<file path="config.mk">
export PLATFORM = sky130hd
export DESIGN_NAME = multi_ring_osc_gen_flat
export DESIGN_NICKNAME = d
export VERILOG_FILES = /design/src/rtl/multi_ring_osc_gen_if.sv /design/src/rtl/multi_ring_osc_gen.sv /design/src/flat_wrapper.sv
export SDC_FILE = /design/constraint.sdc
export NUM_CORES = 1
export LEC_CHECK = 0
export CAP_MARGIN = 10
export CORE_AREA = 3 3 147 256
export CTS_CLUSTER_SIZE = 16
export DETAILED_ROUTE_END_ITERATION = 12
export DIE_AREA = 0 0 150 259
export GPL_TIMING_DRIVEN = 0
export SLEW_MARGIN = 15
export SYNTH_ARGS = -nofsm -noshare
export SYNTH_HDL_FRONTEND = slang
export SYNTH_SLANG_ARGS = --single-unit
</file>
<file path="constraint.sdc">
create_clock -name clk -period 3.6 [get_ports clk]
set_input_delay 0.72 -clock clk [delete_from_list [all_inputs] [get_ports clk]]
set_output_delay 0.72 -clock clk [all_outputs]
set_load 0.1 [all_outputs]
</file>
<file path="src/rtl/multi_ring_osc_gen_if.sv">
// Configuration bus for multi_ring_osc_gen.
// The master drives per-channel config writes and the oscillator block receives them.
interface multi_ring_osc_gen_if #(
    parameter int CH    = 4,
    parameter int CNT_W = 8
);
    logic                  cfg_we;
    logic [$clog2(CH):0]   cfg_ch;
    logic [CNT_W-1:0]      cfg_half;
    logic [CNT_W-1:0]      cfg_burst;

    modport master (output cfg_we, cfg_ch, cfg_half, cfg_burst);
    modport slave  (input  cfg_we, cfg_ch, cfg_half, cfg_burst);
endinterface

</file>
<file path="src/rtl/multi_ring_osc_gen.sv">
// multi_ring_osc_gen: clocked multi-channel square-wave generator.
// Each channel has a programmable half-period and can either run free or emit a burst
// of full periods. Config writes go through the slave modport of multi_ring_osc_gen_if.
// Optional feature macro: OSC_PERIOD_CNT_EN adds the per-channel period_cnt output.
module multi_ring_osc_gen #(
    parameter int CH    = 4,
    parameter int CNT_W = 8
) (
    input  logic                 clk,
    input  logic                 init,
    input  logic [CH-1:0]        en,
    multi_ring_osc_gen_if.slave  cfg,
    output logic [CH-1:0]        pulse,
    output logic [CH-1:0]        busy,
    output logic [CH-1:0]        done
`ifdef OSC_PERIOD_CNT_EN
    ,
    output logic [CH*16-1:0]     period_cnt
`endif
);

    localparam int CH_W = $clog2(CH) + 1;

    typedef enum logic {
        S_IDLE = 1'b0,
        S_RUN  = 1'b1
    } state_e;

    state_e           state_q [CH];
    state_e           state_d [CH];
    logic [CNT_W-1:0] half_q  [CH];
    logic [CNT_W-1:0] half_d  [CH];
    logic [CNT_W-1:0] burst_q [CH];
    logic [CNT_W-1:0] burst_d [CH];
    logic [CNT_W-1:0] ld_half [CH];
    logic [CNT_W-1:0] sh_h_q  [CH];
    logic [CNT_W-1:0] sh_h_d  [CH];
    logic [CNT_W-1:0] sh_b_q  [CH];
    logic [CNT_W-1:0] sh_b_d  [CH];
    logic [CNT_W-1:0] hcnt_q  [CH];
    logic [CNT_W-1:0] hcnt_d  [CH];
    logic [CNT_W-1:0] pcnt_q  [CH];
    logic [CNT_W-1:0] pcnt_d  [CH];
`ifdef OSC_PERIOD_CNT_EN
    logic [15:0]      pc_q    [CH];
    logic [15:0]      pc_d    [CH];
`endif

    logic [CH-1:0] en_q, en_d;
    logic [CH-1:0] pulse_q, pulse_d;
    logic [CH-1:0] busy_q, busy_d;
    logic [CH-1:0] done_q, done_d;

    // Config register write; the next-state value doubles as the forwarded value so a
    // write in the same cycle as a start or period start is picked up immediately.
    always_comb begin
        for (int unsigned i = 0; i < CH; i++) begin
            half_d[i]  = half_q[i];
            burst_d[i] = burst_q[i];
            if (cfg.cfg_we && (cfg.cfg_ch == CH_W'(i))) begin
                half_d[i]  = cfg.cfg_half;
                burst_d[i] = cfg.cfg_burst;
            end
            ld_half[i] = (half_d[i] == '0) ? CNT_W'(1) : half_d[i];
        end
    end

    // Per-channel IDLE/RUN next-state and output computation.
    always_comb begin
        en_d = en;
        for (int unsigned i = 0; i < CH; i++) begin
            state_d[i] = state_q[i];
            sh_h_d[i]  = sh_h_q[i];
            sh_b_d[i]  = sh_b_q[i];
            hcnt_d[i]  = hcnt_q[i];
            pcnt_d[i]  = pcnt_q[i];
            pulse_d[i] = pulse_q[i];
            done_d[i]  = 1'b0;
`ifdef OSC_PERIOD_CNT_EN
            pc_d[i]    = pc_q[i];
`endif
            case (state_q[i])
                S_IDLE: begin
                    pulse_d[i] = 1'b0;
                    if (en[i] && !en_q[i]) begin
                        state_d[i] = S_RUN;
                        sh_h_d[i]  = ld_half[i];
                        sh_b_d[i]  = burst_d[i];
                        hcnt_d[i]  = '0;
                        pcnt_d[i]  = '0;
                        pulse_d[i] = 1'b1;
`ifdef OSC_PERIOD_CNT_EN
                        pc_d[i]    = '0;
`endif
                    end
                end
                S_RUN: begin
                    if (!en[i]) begin
                        state_d[i] = S_IDLE;
                        pulse_d[i] = 1'b0;
                    end else if (hcnt_q[i] == sh_h_q[i] - CNT_W'(1)) begin
                        hcnt_d[i] = '0;
                        if (pulse_q[i]) begin
                            pulse_d[i] = 1'b0;
                        end else begin
                            // Period counter saturates so a shrunken burst length still
                            // terminates at the next period end instead of wrapping.
                            pcnt_d[i] = (&pcnt_q[i]) ? pcnt_q[i] : pcnt_q[i] + CNT_W'(1);
`ifdef OSC_PERIOD_CNT_EN
                            pc_d[i]   = (&pc_q[i]) ? pc_q[i] : pc_q[i] + 16'd1;
`endif
                            if ((sh_b_q[i] != '0) && (pcnt_d[i] >= sh_b_q[i])) begin
                                state_d[i] = S_IDLE;
                                pulse_d[i] = 1'b0;
                                done_d[i]  = 1'b1;
                            end else begin
                                pulse_d[i] = 1'b1;
                                sh_h_d[i]  = ld_half[i];
                                sh_b_d[i]  = burst_d[i];
                            end
                        end
                    end else begin
                        hcnt_d[i] = hcnt_q[i] + CNT_W'(1);
                    end
                end
                default: state_d[i] = S_IDLE;
            endcase
            busy_d[i] = (state_d[i] == S_RUN);
        end
    end

    // State and registered outputs; init overrides everything.
    always_ff @(posedge clk) begin
        if (init) begin
            en_q    <= '0;
            pulse_q <= '0;
            busy_q  <= '0;
            done_q  <= '0;
            for (int unsigned i = 0; i < CH; i++) begin
                state_q[i] <= S_IDLE;
                half_q[i]  <= CNT_W'(1);
                burst_q[i] <= '0;
                sh_h_q[i]  <= CNT_W'(1);
                sh_b_q[i]  <= '0;
                hcnt_q[i]  <= '0;
                pcnt_q[i]  <= '0;
`ifdef OSC_PERIOD_CNT_EN
                pc_q[i]    <= '0;
`endif
            end
        end else begin
            en_q    <= en_d;
            pulse_q <= pulse_d;
            busy_q  <= busy_d;
            done_q  <= done_d;
            for (int unsigned i = 0; i < CH; i++) begin
                state_q[i] <= state_d[i];
                half_q[i]  <= half_d[i];
                burst_q[i] <= burst_d[i];
                sh_h_q[i]  <= sh_h_d[i];
                sh_b_q[i]  <= sh_b_d[i];
                hcnt_q[i]  <= hcnt_d[i];
                pcnt_q[i]  <= pcnt_d[i];
`ifdef OSC_PERIOD_CNT_EN
                pc_q[i]    <= pc_d[i];
`endif
            end
        end
    end

    assign pulse = pulse_q;
    assign busy  = busy_q;
    assign done  = done_q;

`ifdef OSC_PERIOD_CNT_EN
    // Flatten per-channel period counters onto the output bus.
    always_comb begin
        period_cnt = '0;
        for (int unsigned i = 0; i < CH; i++) begin
            period_cnt[i*16 +: 16] = pc_q[i];
        end
    end
`endif

endmodule

</file>
<file path="src/flat_wrapper.sv">
// flat-port wrapper written by rule: the top's interface ports become plain ports
module multi_ring_osc_gen_flat 
#(
    parameter int CH    = 4,
    parameter int CNT_W = 8
)
  (clk, init, en, pulse, busy, done, cfg_cfg_we, cfg_cfg_ch, cfg_cfg_half, cfg_cfg_burst);
  multi_ring_osc_gen_if #(.CH(CH), .CNT_W(CNT_W)) cfg_i ();
  input  logic clk;
  input  logic init;
  input  logic [CH-1:0] en;
  output logic [CH-1:0] pulse;
  output logic [CH-1:0] busy;
  output logic [CH-1:0] done;
  input wire logic [$bits(cfg_i.cfg_we)-1:0] cfg_cfg_we;
  input wire logic [$bits(cfg_i.cfg_ch)-1:0] cfg_cfg_ch;
  input wire logic [$bits(cfg_i.cfg_half)-1:0] cfg_cfg_half;
  input wire logic [$bits(cfg_i.cfg_burst)-1:0] cfg_cfg_burst;
  assign cfg_i.cfg_we = cfg_cfg_we;
  assign cfg_i.cfg_ch = cfg_cfg_ch;
  assign cfg_i.cfg_half = cfg_cfg_half;
  assign cfg_i.cfg_burst = cfg_cfg_burst;
  multi_ring_osc_gen #(.CH(CH), .CNT_W(CNT_W)) u_core (.clk(clk), .init(init), .en(en), .cfg(cfg_i), .pulse(pulse), .busy(busy), .done(done));
endmodule
</file>
# == Word level (Yosys, flattened, before mapping) ==
# Memory sizes are Yosys's and may differ from the RTL's.
# Cells that the tools add are included.
# word_totals
regBits,16
latchBits,0
mem_bits_rw,196
mem_bits_ro,0
in_bits,26
output_inout_bits,12
word_cells,292
n_memories,7
# classes
add_sub_neg,12
mul,0
div,0
magnitude_cmp,4
n_eq_ne,11
n_shift,0
muxes,175
n_bitwise,40
n_reduce_logical,33
# memory_table
memory,words,word_bits,rd,rd_clocked_by_memory_dff,write_ports,line,text
u_core.burst_q,4,8,4,0,4,multi_ring_osc_gen.sv:33,logic [CNT_W-1:0] burst_q [CH];
u_core.half_q,4,8,4,0,4,multi_ring_osc_gen.sv:31,logic [CNT_W-1:0] half_q [CH];
u_core.hcnt_q,4,8,4,0,4,multi_ring_osc_gen.sv:40,logic [CNT_W-1:0] hcnt_q [CH];
u_core.pcnt_q,4,8,4,0,4,multi_ring_osc_gen.sv:42,logic [CNT_W-1:0] pcnt_q [CH];
u_core.sh_b_q,4,8,4,0,4,multi_ring_osc_gen.sv:38,logic [CNT_W-1:0] sh_b_q [CH];
u_core.sh_h_q,4,8,4,0,4,multi_ring_osc_gen.sv:36,logic [CNT_W-1:0] sh_h_q [CH];
+1 memories,n/a,n/a,n/a,n/a,n/a,n/a,
# op_table
cell,n
two-way mux 8 bit,108
one-hot mux 8 bit (2 select lines),16
"adder 8 x 1 -> 8 bit, second input constant",8
two-way mux 1 bit,43
equality test 8 bit,4
greater-or-equal comparator 8 bit,4
zero test 8 bit,4
AND reduction 8 bit,4
nonzero test 8 bit,4
"subtractor 8 x 1 -> 8 bit, second input constant",4
OR 1 bit,28
OR reduction 5 bit,4
one-hot mux 1 bit (2 select lines),8
logical AND 1 bit,12
"!= test 3 bit, second input constant",4
inverter 1 bit,12
"equality test 3 x 2 -> 1 bit, second input constant",2
zero test 1 bit,4
"equality test 3 x 1 -> 1 bit, second input constant",1
zero test 3 bit,1

# == Logic depth before layout (Yosys ltp) ==
# depth
ltp_word,11
ltp_mapped,15
ltp_nobuf,14

# == Least setup slack after synthesis ==
# Ideal clock, no wire load.
# synth_path
kind,reg-to-reg
from,memory u_core.pcnt_q[1][0]
to,"memory u_core.sh_b_q[1][3], in the netlist u_core.sh_b_q[0][11]"
setup_ps,123
arrival_ps,3250
required_ps,3477
slack_ps,227
stages_incl_launch_ff,15
n_path_buf,1
synth_period_minus_slack_ps,3373
path_cell_list,dfxtp_1 ha_1 and3_1 and3_1 nand3_1 xnor2_1 ha_1 nand2b_1 a21o_1 a211oi_1 or3_1 a22oi_1 o21ai_2 buf_2 mux2_1
# synth_rtl
element,line
"start, declared",multi_ring_osc_gen.sv:42
"end, declared",multi_ring_osc_gen.sv:38

==> flow_summary.yaml <==
sta:
  worst_slew_pin_slew_ns: 1.02
  maxSlewHeadroom_pct: 31.7
  final.setup_skew_ns: 0.0111
  timing.hold.ws_ns: 0.468
  slew_viol_final: 0
  final_period_minus_worst_setup_slack_ns: 3.44
  report.final.hold_viol_count: 0
  finalSetupViolations: 0
  fin_tns_setup_ns: 0
  layout_worst_path_cycle_share_pct: 95.4
  maxClockFrequency_mhz: 291
clock_tree:
  clock_tree.buffer_depth: 3
  cts_hold_buffers: 0
  number_of_h_tree_levels: 1
  clk_tree_root_cell: "sky130_fd_sc_hd__clkbuf_16"
  worstSkewPairLatency_ns: 0.51
  cts_made_buffers: 20
  clk_pin_slew_worst_paths_ns: 0.07
  cts.sinks: 208
  cts_tree: "built"
global_route:
  first_global_vias: 9153
  grt_residual_overflow: 0
  number_of_antenna_violations_at_the_first_check_in_global_routing: 0
  grt_first_pass_wirelength_mm: 47.6
  maximum_number_of_pins_on_one_net_before_global_route_repair: 17
  grt.total_usage_pct: 15.1
detailed_routing:
  met2WireLength_mm: 16.3
  detailroute.via_count: 9252
  detailroute.wirelength.met3_um: 904
  drcViolationCount: 0
  detail-route-antenna-nets: 0
  route.detailed.vias_per_inst: 5.13
  first_pass_iters: 5
  wirelength_met1_mm: 10.9
  route.detailed.wl_per_inst_um: 16.5
  highest_layer: "met4"
  routed_wl_mm: 29.8
  violation_count_after_the_first_detailed_routing_iteration: 418
critical_path:
  rr_startpoint: "u_core.pcnt_q[1][1]$_SDFFE_PP0P_"
  worstSetupStartpoint: "u_core.pcnt_q[1][1]$_SDFFE_PP0P_"
  cp-start-kind: "flop"
  crit_required_ns: 3.99
  worst_setup_path_endpoint: "u_core.sh_b_q[0][11]$_SDFFE_PP0P_"
  worst_path_fanout_max: 10
  timing.critical_path.arrival_ns: 3.83
  setup_crit_end_kind: "flop"
  reg2regPathDepth: 14
  reg2reg_setup_slack_ns: 0.16
  timing.setup.critical_path_class: "flop to flop"
  worstReg2RegEnd: "u_core.sh_b_q[0][11]$_SDFFE_PP0P_"
floorplan:
  die_w_um: 150
  die-area_um2: 38900
  die_h_um: 259
  ios: 38
  floorplan.core_area_um2: 35900
  placementRows: 92
  initial_core_util_pct: 29.8
job:
  cap_viol_max_count: 0
synthesis:
  syn_area_per_cell_um2: 8.47
  synth_edf_count: 0
  async_reset_ff_share_pct: 0
  ys_types: 77
  synthesis.instances: 1262
  yosys.area.top_type: "sky130_fd_sc_hd__dfxtp_1"
  netlist.area_leader.share_pct: 38.9
  yosys_most_used_dff: "sky130_fd_sc_hd__dfxtp_1"
  yosysWarnings: 0
  seq_area_frac_synth_pct: 38.9
  post_synth_main_area_contributors: "sky130_fd_sc_hd__dfxtp_1 (39%), sky130_fd_sc_hd__nand2_1 (5.5%), sky130_fd_sc_hd__ha_1 (5.1%)"
  ys_ff_latch: 208
  syn-cell-area_um2: 10700
  synthesis.nets: 1332
place:
  place.port_buffers: 36
  dpl.hpwl_mm: 22.8
  final_weighted_congestion_of_routability_driven_global_placement: 0.845
final_layout:
  antenna_cells_inserted: 0
  post_route_cells_drive_above_1_share_pct: 8.32
  finalNetCount: 1391
  nFillCells: 3740
  area_growth_synth_to_finish_pct: 16.2
pwr:
  vdd.ir_drop.worst_mv: 0.403
  power_per_cell_area_nw_per_um2: 427
  p_total_mw: 5.31
  leakage_nw: 4.57
run_status:
  status: "finished, final reports clean"
min_path:
  worst_hold_path_type: "flop to flop"
-- final cells by class --
cell class	instances	area [um2]	share of cell area, %
Buffer	54	258	2.07
Clock buffer	24	557	4.48
Clock inverter	11	125	1.01
Inverter	52	195	1.57
Multi-Input combinational cell	945	6140	49.4
Sequential cell	208	4170	33.5
Tap cell	470	588	4.73
Timing Repair Buffer	40	403	3.24
-- synthesized netlist by cell type, types with 14 or more instances --
| master | count |
|---|---|
| sky130_fd_sc_hd__dfxtp_1 | 208 |
| sky130_fd_sc_hd__nand2_1 | 157 |
| sky130_fd_sc_hd__nor2_1 | 115 |
| sky130_fd_sc_hd__a21oi_1 | 100 |
| sky130_fd_sc_hd__nand3_1 | 61 |
| sky130_fd_sc_hd__inv_1 | 52 |
| sky130_fd_sc_hd__clkbuf_1 | 47 |
| sky130_fd_sc_hd__ha_1 | 44 |
| sky130_fd_sc_hd__nor3_1 | 34 |
| sky130_fd_sc_hd__xor2_1 | 34 |
| sky130_fd_sc_hd__xnor2_1 | 31 |
| sky130_fd_sc_hd__and3_1 | 29 |
| sky130_fd_sc_hd__nor4_1 | 24 |
| sky130_fd_sc_hd__nor2b_1 | 21 |
| sky130_fd_sc_hd__a211oi_1 | 18 |
| sky130_fd_sc_hd__a21o_1 | 18 |
| sky130_fd_sc_hd__mux2i_1 | 18 |
| sky130_fd_sc_hd__nand2b_1 | 18 |
| sky130_fd_sc_hd__o21ai_0 | 17 |
| sky130_fd_sc_hd__mux2_2 | 16 |
| sky130_fd_sc_hd__a221o_1 | 14 |
| sky130_fd_sc_hd__a31oi_1 | 14 |
| sky130_fd_sc_hd__nand4_1 | 14 |
-- routing by layer --
metal,up-vias,global-route usage [%]
met2,190,29.8
li1,4610,-
met1,4363,15.0
met4,0,8.47
met3,89,1.52
met5,-,0
-- power breakdown --
part           internal [mW]  switching (mW)
logic                  0.240           0.433
registers               2.36          0.0551
clock network           1.26           0.965
total                   3.85            1.45
-- placed cells by master, fill, tap and decap left out, types with 16 or more instances in the layout --
cell	Yosys	layout
sky130_fd_sc_hd__dfxtp_1	208	207
sky130_fd_sc_hd__nand2_1	157	157
sky130_fd_sc_hd__nor2_1	115	114
sky130_fd_sc_hd__a21oi_1	100	98
sky130_fd_sc_hd__nand3_1	61	60
sky130_fd_sc_hd__inv_1	52	52
sky130_fd_sc_hd__clkbuf_1	47	43
sky130_fd_sc_hd__ha_1	44	42
sky130_fd_sc_hd__clkdlybuf4s50_1	0	36
sky130_fd_sc_hd__nor3_1	34	34
sky130_fd_sc_hd__xor2_1	34	34
sky130_fd_sc_hd__xnor2_1	31	31
sky130_fd_sc_hd__and3_1	29	29
sky130_fd_sc_hd__nor4_1	24	24
sky130_fd_sc_hd__nor2b_1	21	21
sky130_fd_sc_hd__clkbuf_16	0	21
sky130_fd_sc_hd__nand2b_1	18	18
sky130_fd_sc_hd__a21o_1	18	18
sky130_fd_sc_hd__a211oi_1	18	18
sky130_fd_sc_hd__mux2i_1	18	18
sky130_fd_sc_hd__o21ai_0	17	17
sky130_fd_sc_hd__mux2_2	16	16
-- repair_timing --
item	4_1_cts	5_1_grt
gates resized for setup	8	12
pin swaps	1	3
setup buffers	1	3
setup endpoints to repair	51	55
-- flip-flops by register name, indices dropped and copies added, names as in the netlist --
register        cells
u_core.pcnt_q      32
u_core.hcnt_q      32
u_core.done         4
u_core.sh_b_q      32
u_core.pulse        4
u_core.sh_h_q      32
u_core.busy         4
u_core.en_q         4
u_core.half_q      32
u_core.burst_q     32
-- critical path: stages (launching register included) --
cell                       delay, ns
sky130_fd_sc_hd__dfxtp_1        0.41
sky130_fd_sc_hd__ha_4           0.20
sky130_fd_sc_hd__and3_1         0.20
sky130_fd_sc_hd__and3_1         0.28
sky130_fd_sc_hd__nand3_2        0.19
sky130_fd_sc_hd__xnor2_1        0.26
sky130_fd_sc_hd__ha_1           0.26
sky130_fd_sc_hd__nand2b_1       0.14
sky130_fd_sc_hd__a21o_1         0.17
sky130_fd_sc_hd__a211oi_1       0.20
sky130_fd_sc_hd__or3_1          0.14
sky130_fd_sc_hd__a22oi_2        0.09
sky130_fd_sc_hd__o21ai_2        0.20
sky130_fd_sc_hd__clkbuf_4       0.24
sky130_fd_sc_hd__mux2_1         0.34
-- worst min-delay path by stage --
stage,startpoint,to,slack [ns],depth (start not counted)
global placement,u_core.half_q[0][16]$_SDFF_PP1_,u_core.half_q[0][16]$_SDFF_PP1_,0.45,2
detailed placement,u_core.burst_q[3][1]$_SDFF_PP0_,u_core.burst_q[3][1]$_SDFF_PP0_,0.46,2
global route,u_core.burst_q[3][0]$_SDFF_PP0_,u_core.burst_q[3][0]$_SDFF_PP0_,0.48,2
CTS,u_core.burst_q[2][1]$_SDFF_PP0_,u_core.burst_q[2][1]$_SDFF_PP0_,0.47,2
floorplan,u_core.burst_q[1][1]$_SDFF_PP0_,u_core.burst_q[1][1]$_SDFF_PP0_,0.44,2
finish,u_core.burst_q[2][1]$_SDFF_PP0_,u_core.burst_q[2][1]$_SDFF_PP0_,0.47,2
-- per-stage QoR --
step	instance area, um2	instances	utilization [%]	setup slack [ns]
2_1_floorplan	10700	1262	-	0.227
3_3_place_gp	11600	1768	32.4	-0.355
3_5_place_dp	11600	1768	32.4	-0.336
4_1_cts	12400	1802	34.4	0.0108
5_1_grt	12400	1804	34.6	-0.0473
6_report	12400	1804	34.6	0.164
-- cells by family (layout without fill, tap and decap cells) --
| kind of cell | after synthesis | after routing | synth area share [%] |
|---|---|---|---|
| AOI/OAI and AO/OA | 257 | 257 | 16.7 |
| xor gates and xnor gates | 65 | 65 | 5.32 |
| adders and majority gates | 44 | 44 | 5.15 |
| buffers and inverters | 109 | 181 | 4.27 |
| DFF | 208 | 208 | 38.9 |
| muxes | 46 | 46 | 4.91 |
| and+or+nand+nor | 533 | 533 | 24.7 |
Note: power is estimated with default switching activity, not from simulation.
